**config.mk**
```make
export PLATFORM = sky130hd
export DESIGN_NAME = forest_sample_feeder
export DESIGN_NICKNAME = d
export VERILOG_FILES = /design/src/rtl/forest_sample_feeder.sv
export SDC_FILE = /design/constraint.sdc
export NUM_CORES = 1
export LEC_CHECK = 0
export CAP_MARGIN = 20
export CORE_UTILIZATION = 46
export CTS_CLUSTER_SIZE = 10
export DETAILED_ROUTE_END_ITERATION = 10
export PLACE_DENSITY_LB_ADDON = 0.12
export SETUP_SLACK_MARGIN = 0.1
export SYNTH_ARGS = -nofsm -noshare
export SYNTH_HDL_FRONTEND = slang
export SYNTH_SLANG_ARGS = --single-unit
```
**constraint.sdc**
```tcl
create_clock -name sysclk -period 3.75 [get_ports sysclk]
set_clock_uncertainty 0.05 [all_clocks]
set_input_delay 0.75 -clock sysclk [delete_from_list [all_inputs] [get_ports sysclk]]
set_output_delay 0.75 -clock sysclk [all_outputs]
set_load 0.03 [all_outputs]
```
**src/rtl/forest_sample_feeder.sv**
```systemverilog
`default_nettype none
// +---------------------------------------------------------------------------+
// | forest_sample_feeder: 3-beat raw stream -> saturated 36-bit forest word,  |
// | waits out the forest latency, returns the vote on a result port. Rev 1.0  |
// +---------------------------------------------------------------------------+
module forest_sample_feeder #(
  parameter int FEAT_W  = 12,
  parameter int RAW_W   = 16,
  parameter int LATENCY = 8
) (
  input  logic                sysclk,
  input  logic                rst,
  input  logic                i_in_valid,
  output logic                o_in_ready,
  input  logic [RAW_W-1:0]    i_in_data,
  input  logic                i_in_last,
  output logic [3*FEAT_W-1:0] o_feat_out,
  input  logic [1:0]          i_class_in,
  output logic                o_res_valid,
  input  logic                i_res_ready,
  output logic [1:0]          o_res_class,
  output logic                o_res_sat,
  output logic [7:0]          o_res_seq,
  output logic                o_err_frame
);

  localparam int CNT_W = (LATENCY > 1) ? $clog2(LATENCY) : 1;
  localparam logic [CNT_W-1:0] C_CNT_LAST = CNT_W'(LATENCY - 1);

  typedef enum logic [1:0] {
    S_COLLECT = 2'd0,
    S_DROP    = 2'd1,
    S_WAIT    = 2'd2,
    S_RESULT  = 2'd3
  } state_t;

  state_t r_state;
  state_t w_state_nxt;

  logic [1:0]          r_idx;
  logic [FEAT_W-1:0]   r_dur;
  logic [FEAT_W-1:0]   r_sbytes;
  logic                r_sat_acc;
  logic                r_pend_sat;
  logic [3*FEAT_W-1:0] r_feat;
  logic [CNT_W-1:0]    r_cnt;
  logic [1:0]          r_res_class;
  logic                r_res_sat;
  logic [7:0]          r_res_seq;
  logic                r_err;

  logic                w_accept;
  logic                w_over;
  logic [FEAT_W-1:0]   w_field;
  logic                w_commit;
  logic                w_err;
  logic                w_cnt_done;
  logic                w_res_hs;

  generate
    if (RAW_W > FEAT_W) begin : g_sat_hi
      assign w_over = |i_in_data[RAW_W-1:FEAT_W];
    end else begin : g_sat_none
      assign w_over = 1'b0;
    end
  endgenerate

  assign w_field     = w_over ? {FEAT_W{1'b1}} : i_in_data[FEAT_W-1:0];
  assign o_in_ready  = (r_state == S_COLLECT) || (r_state == S_DROP);
  assign o_res_valid = (r_state == S_RESULT);
  assign w_accept    = i_in_valid && o_in_ready;
  assign w_res_hs    = o_res_valid && i_res_ready;
  assign w_cnt_done  = (r_cnt == C_CNT_LAST);

  always_ff @(posedge sysclk or posedge rst) begin
    if (rst) r_state <= S_COLLECT;
    else     r_state <= w_state_nxt;
  end

  always_comb begin
    w_state_nxt = r_state;
    w_err       = 1'b0;
    w_commit    = 1'b0;
    case (r_state)
      S_COLLECT: begin
        if (w_accept) begin
          if (r_idx == 2'd2) begin
            if (i_in_last) begin
              w_commit    = 1'b1;
              w_state_nxt = S_WAIT;
            end else begin
              w_state_nxt = S_DROP;
            end
          end else if (i_in_last) begin
            w_err = 1'b1;
          end
        end
      end
      S_DROP: begin
        if (w_accept && i_in_last) begin
          w_err       = 1'b1;
          w_state_nxt = S_COLLECT;
        end
      end
      S_WAIT:   if (w_cnt_done) w_state_nxt = S_RESULT;
      S_RESULT: if (w_res_hs)   w_state_nxt = S_COLLECT;
      default:  w_state_nxt = S_COLLECT;
    endcase
  end

  always_ff @(posedge sysclk or posedge rst) begin
    if (rst) begin
      r_idx       <= 2'd0;
      r_dur       <= '0;
      r_sbytes    <= '0;
      r_sat_acc   <= 1'b0;
      r_pend_sat  <= 1'b0;
      r_feat      <= '0;
      r_cnt       <= '0;
      r_res_class <= 2'd0;
      r_res_sat   <= 1'b0;
      r_res_seq   <= 8'd0;
      r_err       <= 1'b0;
    end else begin
      r_err <= w_err;
      // Index restarts on any in_last or after beat2, good or bad.
      if (w_accept && (r_state == S_COLLECT)) begin
        r_idx <= (i_in_last || (r_idx == 2'd2)) ? 2'd0 : r_idx + 2'd1;
        case (r_idx)
          2'd0: begin
            r_dur     <= w_field;
            r_sat_acc <= w_over;
          end
          2'd1: begin
            r_sbytes  <= w_field;
            r_sat_acc <= r_sat_acc | w_over;
          end
          default: ;
        endcase
      end
      if (w_commit) begin
        r_feat     <= {w_field, r_sbytes, r_dur};
        r_pend_sat <= r_sat_acc | w_over;
      end
      if (r_state == S_WAIT) begin
        r_cnt <= w_cnt_done ? '0 : r_cnt + 1'b1;
        if (w_cnt_done) begin
          r_res_class <= i_class_in;
          r_res_sat   <= r_pend_sat;
        end
      end
      if (w_res_hs) r_res_seq <= r_res_seq + 8'd1;
    end
  end

  assign o_feat_out  = r_feat;
  assign o_res_class = r_res_class;
  assign o_res_sat   = r_res_sat;
  assign o_res_seq   = r_res_seq;
  assign o_err_frame = r_err;

endmodule
`default_nettype wire
```
==> flow_summary.toml, run 1 <==
[synthesis]
synthCells = 277
yosysWarnings = 0
ys.flop_type = "dfrtp_1"
synth.area.mux_share_pct = 15.8
synth_common_cells = "dfrtp_1 (81), nor2_1 (41), a21oi_1 (24)"
syn_nets = 306
synth_area_leaders = "dfrtp_1 (60%), mux2_4 (7.6%), nor2_1 (4.6%)"
synthSimpleGateAreaFrac_pct = 10.2
yosys.cell_types.count = 32
synth.most_common_cell = "dfrtp_1"
synth_compound_area_share_pct = 4.91
synth.largest_area_cell = "dfrtp_1"
synth-adder-area-share_pct = 2.23
syn_area_mm2 = 0.00336
synth_edf_count = 0
async_reset_ff_share_pct = 100
synth_top_family_by_area = "multiplexers"
yosysSeqAreaShare_pct = 60.2
synthDominantCellAreaShare_pct = 60.2
synthXorXnorAreaFrac_pct = 1.82
yosys_register_bits = 81
avgSynthCellArea_um2 = 12.1

[clocking]
cts_max_path_buffers = 2
clk_pin_slew_worst_paths_ps = 80
cts_resized = 0
cts_tree = "done"
clk_latency_ps = 340
cts_setup_buffers = 0
cts_hold_buf = 0
cts-root-buf = "clkbuf_8"
htreeDepth = 3
clock_sinks = 81
cts_made_buffers = 9

[sta]
hold_viol = 0
rsz0062_at_grt = "false"
slew_viol_final = 0
timing.final.crit_period_ps = 2670
post-route-period-util_pct = 71.2
setup_viol = 0
timing.fmax_mhz = 374
postLayoutSetupSlackWorst_ps = 1080
finalSetupTns_ps = 0
tightest_slew_ps = 783
slew_headroom_pct = 47.7

[floorplan]
core_mm2 = 0.00694
initial_core_util_pct = 48.5
die_area_mm2 = 0.00766
die_h_um = 87.5
pin_count = 73
die_w_um = 87.5
rows = 30

[worst_setup_path]
r2r_slack_ps = 1610
crit_start = "r_state[0]"
reg2reg_to = "o_feat_out[0]"
crit_path_start_kind = "flop"
reg2reg_depth = 6
path_cells = "and2_1 -> clkdlybuf4s50_1"
cp_max_fo = 15
critical_path_class = "flop to primary output"
cp_num_buf_inv = 1
r2r_start = "r_idx[0]"
worst_ep_required_time_ps = 2950
crit_arrival_ps = 1870
crit_slowest_cell = "dfrtp_1"
crit_family = "flip-flops"
critPathMaxStageDelay_ps = 670
crit_path_end_kind = "primary output"

[global_route]
antenna_found_initial = 0
grt_max_degree = 38
track_usage_pct = 18.4
grt_pass1_wl_mm = 10.5
grt_pass1_vias = 2167
overflow = 0

[power_and_ir_drop]
power.density_mw_per_mm2 = 793
vdd_drop_max_v = 0.000376
power.leakage_nw = 2.10

[worst_hold_path]
hold_start = "o_res_seq[7]"
whs_endpoint = "o_res_seq[7]"
hp-class = "flop to flop"
min_path_cells = 1

[drt]
drc_errors = 0
num_vias = 2201
routedWlPerCell_um = 13.8
drt_pass1_iterations = 4
ant_nets = 0
vias_per_cell = 4.87
wl_mm = 6.22
drt-initial-drc-count = 108

[layout]
antenna_cells = 0
drive_above_1_share_pct = 14.9
area_growth_pct = 32.2
nets = 380

[placed_design]
hpwl_mm = 4.27
port_buffers = 72
pre_cts_ws_ps = 750
gp_congestion = 0.772

[outcome]
status = "completed"

[flow_run]
drv_cap = 0
## routing by layer
metal	part of all wire, %	up-vias	track usage [%]
li1	-	1071	-
met1	48	1077	25.2
met2	47	47	28.3
met3	3.9	6	4.17
met4	1.0	0	8.05
met5	0	-	0
## layout make-up
cell class	instances	area, um^2
well taps	96	120
flip-flops and latches	81	2030
inverters	19	72.6
fillers	573	2490
clock inverters	4	98.8
multi-input cells	163	1200
clock buffers	12	155
repair buffers	77	771
## how the worst max path moves through the flow
stage	slack, ps	end	depth (start not counted)
final	1080	o_res_valid	2
after global routing	960	o_res_valid	2
after CTS	1060	o_res_valid	2
after detailed placement	750	o_feat_out[0]	4
after global placement	780	o_feat_out[1]	4
after floorplan	870	o_err_frame	1
## metrics by stage
stage	hold slack (ps)	instances	area [um^2]	utilization, %	power (W)
after floorplan	393	277	3360	-	0.00223
after global placement	410	435	4180	60.1	0.00274
after detailed placement	416	435	4180	60.1	0.00278
after CTS	429	451	4430	63.8	0.00357
after global routing	466	452	4450	64.1	0.00373
final	423	452	4450	64.1	0.00353
## cell usage in the layout (no fill, tap or decap), drive strengths merged, types with 5 or more instances in the layout
cell           instances
dfrtp                 81
a21oi                 24
clkdlybuf4s50         72
nand2                 13
inv                   18
xnor2                  5
mux2i                 14
ha                     6
nor2                  41
mux2                  29
buf                    5
clkbuf                12
## logic make-up (layout without fill, tap and decap cells)
logic type / count (synthesis) / count (layout)
flip-flops: 81 / 81
AND/OR/NAND/NOR: 76 / 76
multiplexers: 43 / 43
buffers and inverters: 33 / 112
AO/OA/AOI/OAI: 31 / 31
XOR/XNOR: 7 / 7
adder cells (fa/ha/maj): 6 / 6
## state kept, by name (all words and copies together) (netlist names)
register / cells
o_feat_out: 36
r_sbytes: 12
r_idx: 2
o_res_seq: 8
r_sat_acc: 1
o_res_class: 2
r_cnt: 3
r_dur: 12
r_state: 2
r_pend_sat: 1
o_res_sat: 1
o_err_frame: 1
## power by group
part | switching (W) | total [W] | internal [W]
combinational | 0.000703 | 0.00137 | 0.000664
clock | 0.000301 | 0.000782 | 0.000480
sequential | 0.000211 | 0.00138 | 0.00117
Note: power is estimated with default switching activity, not from simulation.
==> run 2, diff against run 1 <==
==> constraint.sdc (replaced) <==
create_clock -name sysclk -period 2.7 [get_ports sysclk]
set_clock_uncertainty 0.05 [all_clocks]
set_input_delay 0.54 -clock sysclk [delete_from_list [all_inputs] [get_ports sysclk]]
set_output_delay 0.54 -clock sysclk [all_outputs]
set_load 0.03 [all_outputs]
==> run 2 against run 1 <==
Effect of this change:
- via count hardly changed
- power is 32% higher
- critical endpoint is now o_res_seq[2]
- sequential power is 36% higher
- first-iteration DRC count is 41% lower
- combinational power is 45% higher
- flip-flop and latch count stayed put
- highest routed layer unchanged
==> flow_summary.toml, run 2 (synthesized netlist as in run 1, its figures left out) <==
[outcome]
status = "completed"

[global_route]
overflow = 0
grt_pass1_vias = 2185
antenna_found_initial = 0
track_usage_pct = 18.2
grt_max_degree = 42
grt_pass1_wl_mm = 10.4

[clocking]
cts_resized = 0
cts_made_buffers = 9
clk_pin_slew_worst_paths_ps = 80
cts_tree = "done"
clock_sinks = 81
clk_latency_ps = 340
cts_setup_buffers = 0
cts_max_path_buffers = 2
htreeDepth = 3
cts-root-buf = "clkbuf_8"
cts_hold_buf = 0

[worst_setup_path]
critPathMaxStageDelay_ps = 710
r2r_slack_ps = 690
cp_num_buf_inv = 1
endpoint = "o_res_seq[2]"
crit_arrival_ps = 1520
reg2reg_depth = 6
crit_path_start_kind = "flop"
cp_max_fo = 6
crit_slowest_cell = "clkdlybuf4s50_1"
r2r_start = "r_idx[0]"
cp.depth = 1
critical_path_class = "flop to primary output"
crit_family = "buffers and inverters"
worst_ep_required_time_ps = 2110
reg2reg_to = "o_feat_out[16]"
crit_path_end_kind = "primary output"
crit_start = "o_res_seq[2]"
path_cells = "clkdlybuf4s50_1"

[drt]
drt-initial-drc-count = 64
drc_errors = 0
routedWlPerCell_um = 13.5
drt_pass1_iterations = 4
vias_per_cell = 4.81
num_vias = 2200
wl_mm = 6.19
ant_nets = 0

[sta]
whs_ps = 430
slew_viol_final = 0
rsz0062_at_grt = "false"
timing.final.crit_period_ps = 2110
hold_viol = 0
tightest_slew_ps = 528
setup_viol = 0
post-route-period-util_pct = 78.1
finalSetupTns_ps = 0
slew_headroom_pct = 64.8
timing.fmax_mhz = 474

[layout]
seqCellArea_mm2 = 0.00203
fillers = 582
fin_util_pct = 63.7
antenna_cells = 0
nets = 385
area_growth_pct = 31.6
final_common_cell = "dfrtp_1"
largest_reg_flops = 36
layout_common_cells = "dfrtp_1 (81), clkdlybuf4s50_1 (72), nor2_1 (41), a21oi_1 (24), inv_1 (18)"
drive_above_1_share_pct = 16.3
multi_input_area_mm2 = 0.00120

[worst_hold_path]
hp-class = "flop to flop"
min_path_cells = 1

[flow_run]
drv_cap = 0

[floorplan]
die_w_um = 87.5
rows = 30
core_mm2 = 0.00694
pin_count = 73
die_h_um = 87.5
initial_core_util_pct = 48.5
die_area_mm2 = 0.00766

[power_and_ir_drop]
vdd_drop_max_v = 0.000503
p_total_w = 0.00465
power.leakage_nw = 2.08
power.density_mw_per_mm2 = 1050

[placed_design]
port_buffers = 72
gp_congestion = 0.730
hpwl_mm = 4.44
run 2: worst min path at each step:
stage | slack, ps | startpoint | endpoint
detailed placement | 420 | o_res_seq[7] | o_res_seq[7]
global placement | 410 | r_cnt[1] | r_cnt[1]
CTS | 430 | o_res_seq[7] | o_res_seq[7]
floorplan | 390 | r_cnt[1] | r_cnt[1]
finish | 430 | o_res_seq[7] | o_res_seq[7]
global route | 450 | o_res_seq[7] | o_res_seq[7]
run 2: area by class of cell:
cell class,instances,share of cell area [%]
sequential,81,45.8
timing repair buffer,82,18.5
clock buffer,9,2.80
multi-input combinational,163,27.2
clock inverter,7,1.24
tap,96,2.71
inverter,19,1.70
run 2: where the power goes:
| part | total [W] | internal, W | switching (W) |
|---|---|---|---|
| Sequential | 0.00188 | 0.00162 | 0.000253 |
| Combinational | 0.00198 | 0.000953 | 0.00103 |
| Clock | 0.000798 | 0.000341 | 0.000457 |
| Total | 0.00465 | 0.00292 | 0.00174 |
run 2: routing by layer:
metal / up-vias / wire [um] / GRT usage, %
met5: - / 0 / 0
met1: 1061 / 2870 / 25.0
met3: 8 / 218 / 3.13
li1: 1081 / - / -
met2: 50 / 3010 / 28.3
met4: 0 / 87 / 8.94
run 2: worst register-to-register path, stage by stage, from the launching register on:
cell,delay [ps]
dfrtp_1,420
inv_1,90
ha_1,220
nand3_1,100
or3_2,450
buf_12,200
mux2_4,370
run 2: stage by stage:
step	setup slack, ps	cells	instance area, um^2
CTS	580	457	4430
finish	591	457	4430
detailed placement	272	441	4250
global placement	327	441	4250
global route	547	457	4430
floorplan	879	277	3370
==> run 3, diff against run 2 <==
--- a/config.mk
+++ b/config.mk
@@ -6,7 +6,7 @@
 export NUM_CORES = 1
 export LEC_CHECK = 0
 export CAP_MARGIN = 20
-export CORE_UTILIZATION = 46
+export CORE_UTILIZATION = 45
 export CTS_CLUSTER_SIZE = 10
 export DETAILED_ROUTE_END_ITERATION = 10
 export PLACE_DENSITY_LB_ADDON = 0.12
==> constraint.sdc (replaced) <==
create_clock -name sysclk -period 1.7 [get_ports sysclk]
set_clock_uncertainty 0.05 [all_clocks]
set_input_delay 0.34 -clock sysclk [delete_from_list [all_inputs] [get_ports sysclk]]
set_output_delay 0.34 -clock sysclk [all_outputs]
set_load 0.03 [all_outputs]
==> run 3 against run 2 <==
Effect of this change:
- cell count increased by 7.0%
- wire length grew 19%
- worst setup slack got worse by 710 ps
- die area is 2.2% higher
- register-to-register slack worse by 810 ps
- clock-buffer cell count up 1
- power rose by 67%
- critical endpoint is now o_feat_out[20]
- design area grew 10%
- the run now ends with setup timing left
- non-clock buffer count is 30 higher
- first-iteration DRC count increased by 27%
==> flow_summary.toml, run 3 (synthesized netlist as in run 1, its figures left out) <==
[floorplan]
pin_count = 73
die_h_um = 88.5
initial_core_util_pct = 46.4
core_mm2 = 0.00725
die_w_um = 88.5
die_area_mm2 = 0.00783
rows = 31

[clocking]
cts_hold_buf = 0
htreeDepth = 3
clk_latency_ps = 350
clock_sinks = 81
cts_max_path_buffers = 2
cts_made_buffers = 9
cts-root-buf = "clkbuf_8"
cts_tree = "done"
clk_pin_slew_worst_paths_ps = 80

[global_route]
overflow = 0
antenna_found_initial = 0
grt_max_degree = 82
grt_pass1_vias = 2266
grt_pass1_wl_mm = 11.4
track_usage_pct = 20.0

[drt]
ant_nets = 0
num_vias = 2393
drc_errors = 0
drt-initial-drc-count = 81
vias_per_cell = 4.89
routedWlPerCell_um = 15.0
drt_pass1_iterations = 4
wl_mm = 7.35

[worst_setup_path]
crit_path_end_kind = "flop"
critical_path_class = "flop to flop"
crit_path_start_kind = "flop"
cp_max_fo = 5
crit_arrival_ps = 2010
worst_ep_required_time_ps = 1880

[layout]
drive_above_1_share_pct = 28.7
largest_reg_flops = 36
antenna_cells = 0
fillers = 588
nets = 415
area_growth_pct = 44.7
final_common_cell = "dfrtp_1"
layout_common_cells = "dfrtp_1 (81), dlygate4sd2_1 (45), nor2_1 (29), a21oi_1 (23), clkdlybuf4s50_1 (22)"

[power_and_ir_drop]
power.density_mw_per_mm2 = 1600
power.leakage_nw = 2.37
vdd_drop_max_v = 0.000686

[outcome]
status = "complete, but fails checks"
violations = "setup timing"

[sta]
timing.final.crit_period_ps = 1820
tightest_slew_ps = 425
slew_headroom_pct = 71.7
hold_viol = 0
slew_viol_final = 0
post-route-period-util_pct = 107
postLayoutSetupSlackWorst_ps = -121
whs_ps = 399
setup_viol = 36
timing.fmax_mhz = 549
rsz0062_at_grt = "true"

[worst_hold_path]
hp-class = "primary input to async pin"

[flow_run]
drv_cap = 0

[placed_design]
gp_congestion = 0.805
port_buffers = 72
pre_cts_ws_ps = -424
hpwl_mm = 4.09
==> run 3: cell types whose count changed in the layout (fill, tap and decap cells not counted), moves of 2 or more <==
cell,before,now
nor2_1,41,29
clkinvlp_4,5,2
clkdlybuf4s50_1,72,22
buf_8,0,2
dlygate4sd2_1,0,45
buf_6,0,12
clkdlybuf4s15_1,0,2
buf_12,2,6
nor2_2,0,12
buf_4,8,19
ha_1,6,4
buf_16,0,2
ha_4,0,2
==> run 3: area by class of cell <==
cell class                      instances  area (um^2)  area share [%]
Inverter                               19         75.1            1.54
Multi-Input combinational cell        163         1290            26.6
Timing Repair Buffer                  112         1150            23.7
Clock inverter                          5         56.3            1.16
Tap cell                               99          124            2.54
Clock buffer                           10          138            2.83
Sequential cell                        81         2030            41.6
==> run 3: worst paths after layout <==
path,start,endpoint,slack (ps),cells after the start
min in group sysclk,o_res_seq[7],o_res_seq[7],420,1
worst max-delay path,r_idx[0],o_feat_out[20],-120,7
worst min-delay path,rst,o_feat_out[21],400,3
worst min register to register,o_res_seq[7],o_res_seq[7],420,1
max in group asynchronous,rst,r_sbytes[3],860,3
worst max register to register,r_idx[0],o_feat_out[20],-120,7
==> run 3: stage by stage <==
stage	total power, W	cell area (um^2)	instances	util, %	TNS (ps)
final	0.00778	4870	489	67.1	-2890
after global routing	0.00822	4870	489	67.1	-4990
after CTS	0.00769	4810	486	66.3	-2300
after detailed placement	0.00630	4340	453	59.9	-20950
after global placement	0.00623	4340	453	59.9	-20570
after floorplan	0.00495	3390	277	-	-1130
==> run 3: layer usage <==
layer	wire [um]	share of wire, %	up-vias	track usage [%]
li1	-	-	1143	-
met1	3430	47	1193	26.5
met2	3600	49	46	32.5
met3	213	2.9	11	3.36
met4	110	1.5	0	8.80
met5	0	0	-	0
==> run 3: repair_timing <==
action	4_1_cts	5_1_grt
gates cloned	8	0
buffers inserted	10	8
endpoints found under the setup margin	105	68
pin swaps	2	2
gates resized for setup	70	28
hold endpoints to repair	0	0
==> run 3: critical path, stage by stage (launching register included) <==
cell and delay, ps:
dfrtp_1 390, inv_2 80, ha_4 130, nand3_2 70
or3_4 400, buf_12 160, buf_16 130, mux2_4 290
==> run 3: where the power goes <==
group | internal, W | switching (W) | total, W
Combinational | 0.00160 | 0.00182 | 0.00342
Clock | 0.000708 | 0.000682 | 0.00139
Sequential | 0.00258 | 0.000381 | 0.00296
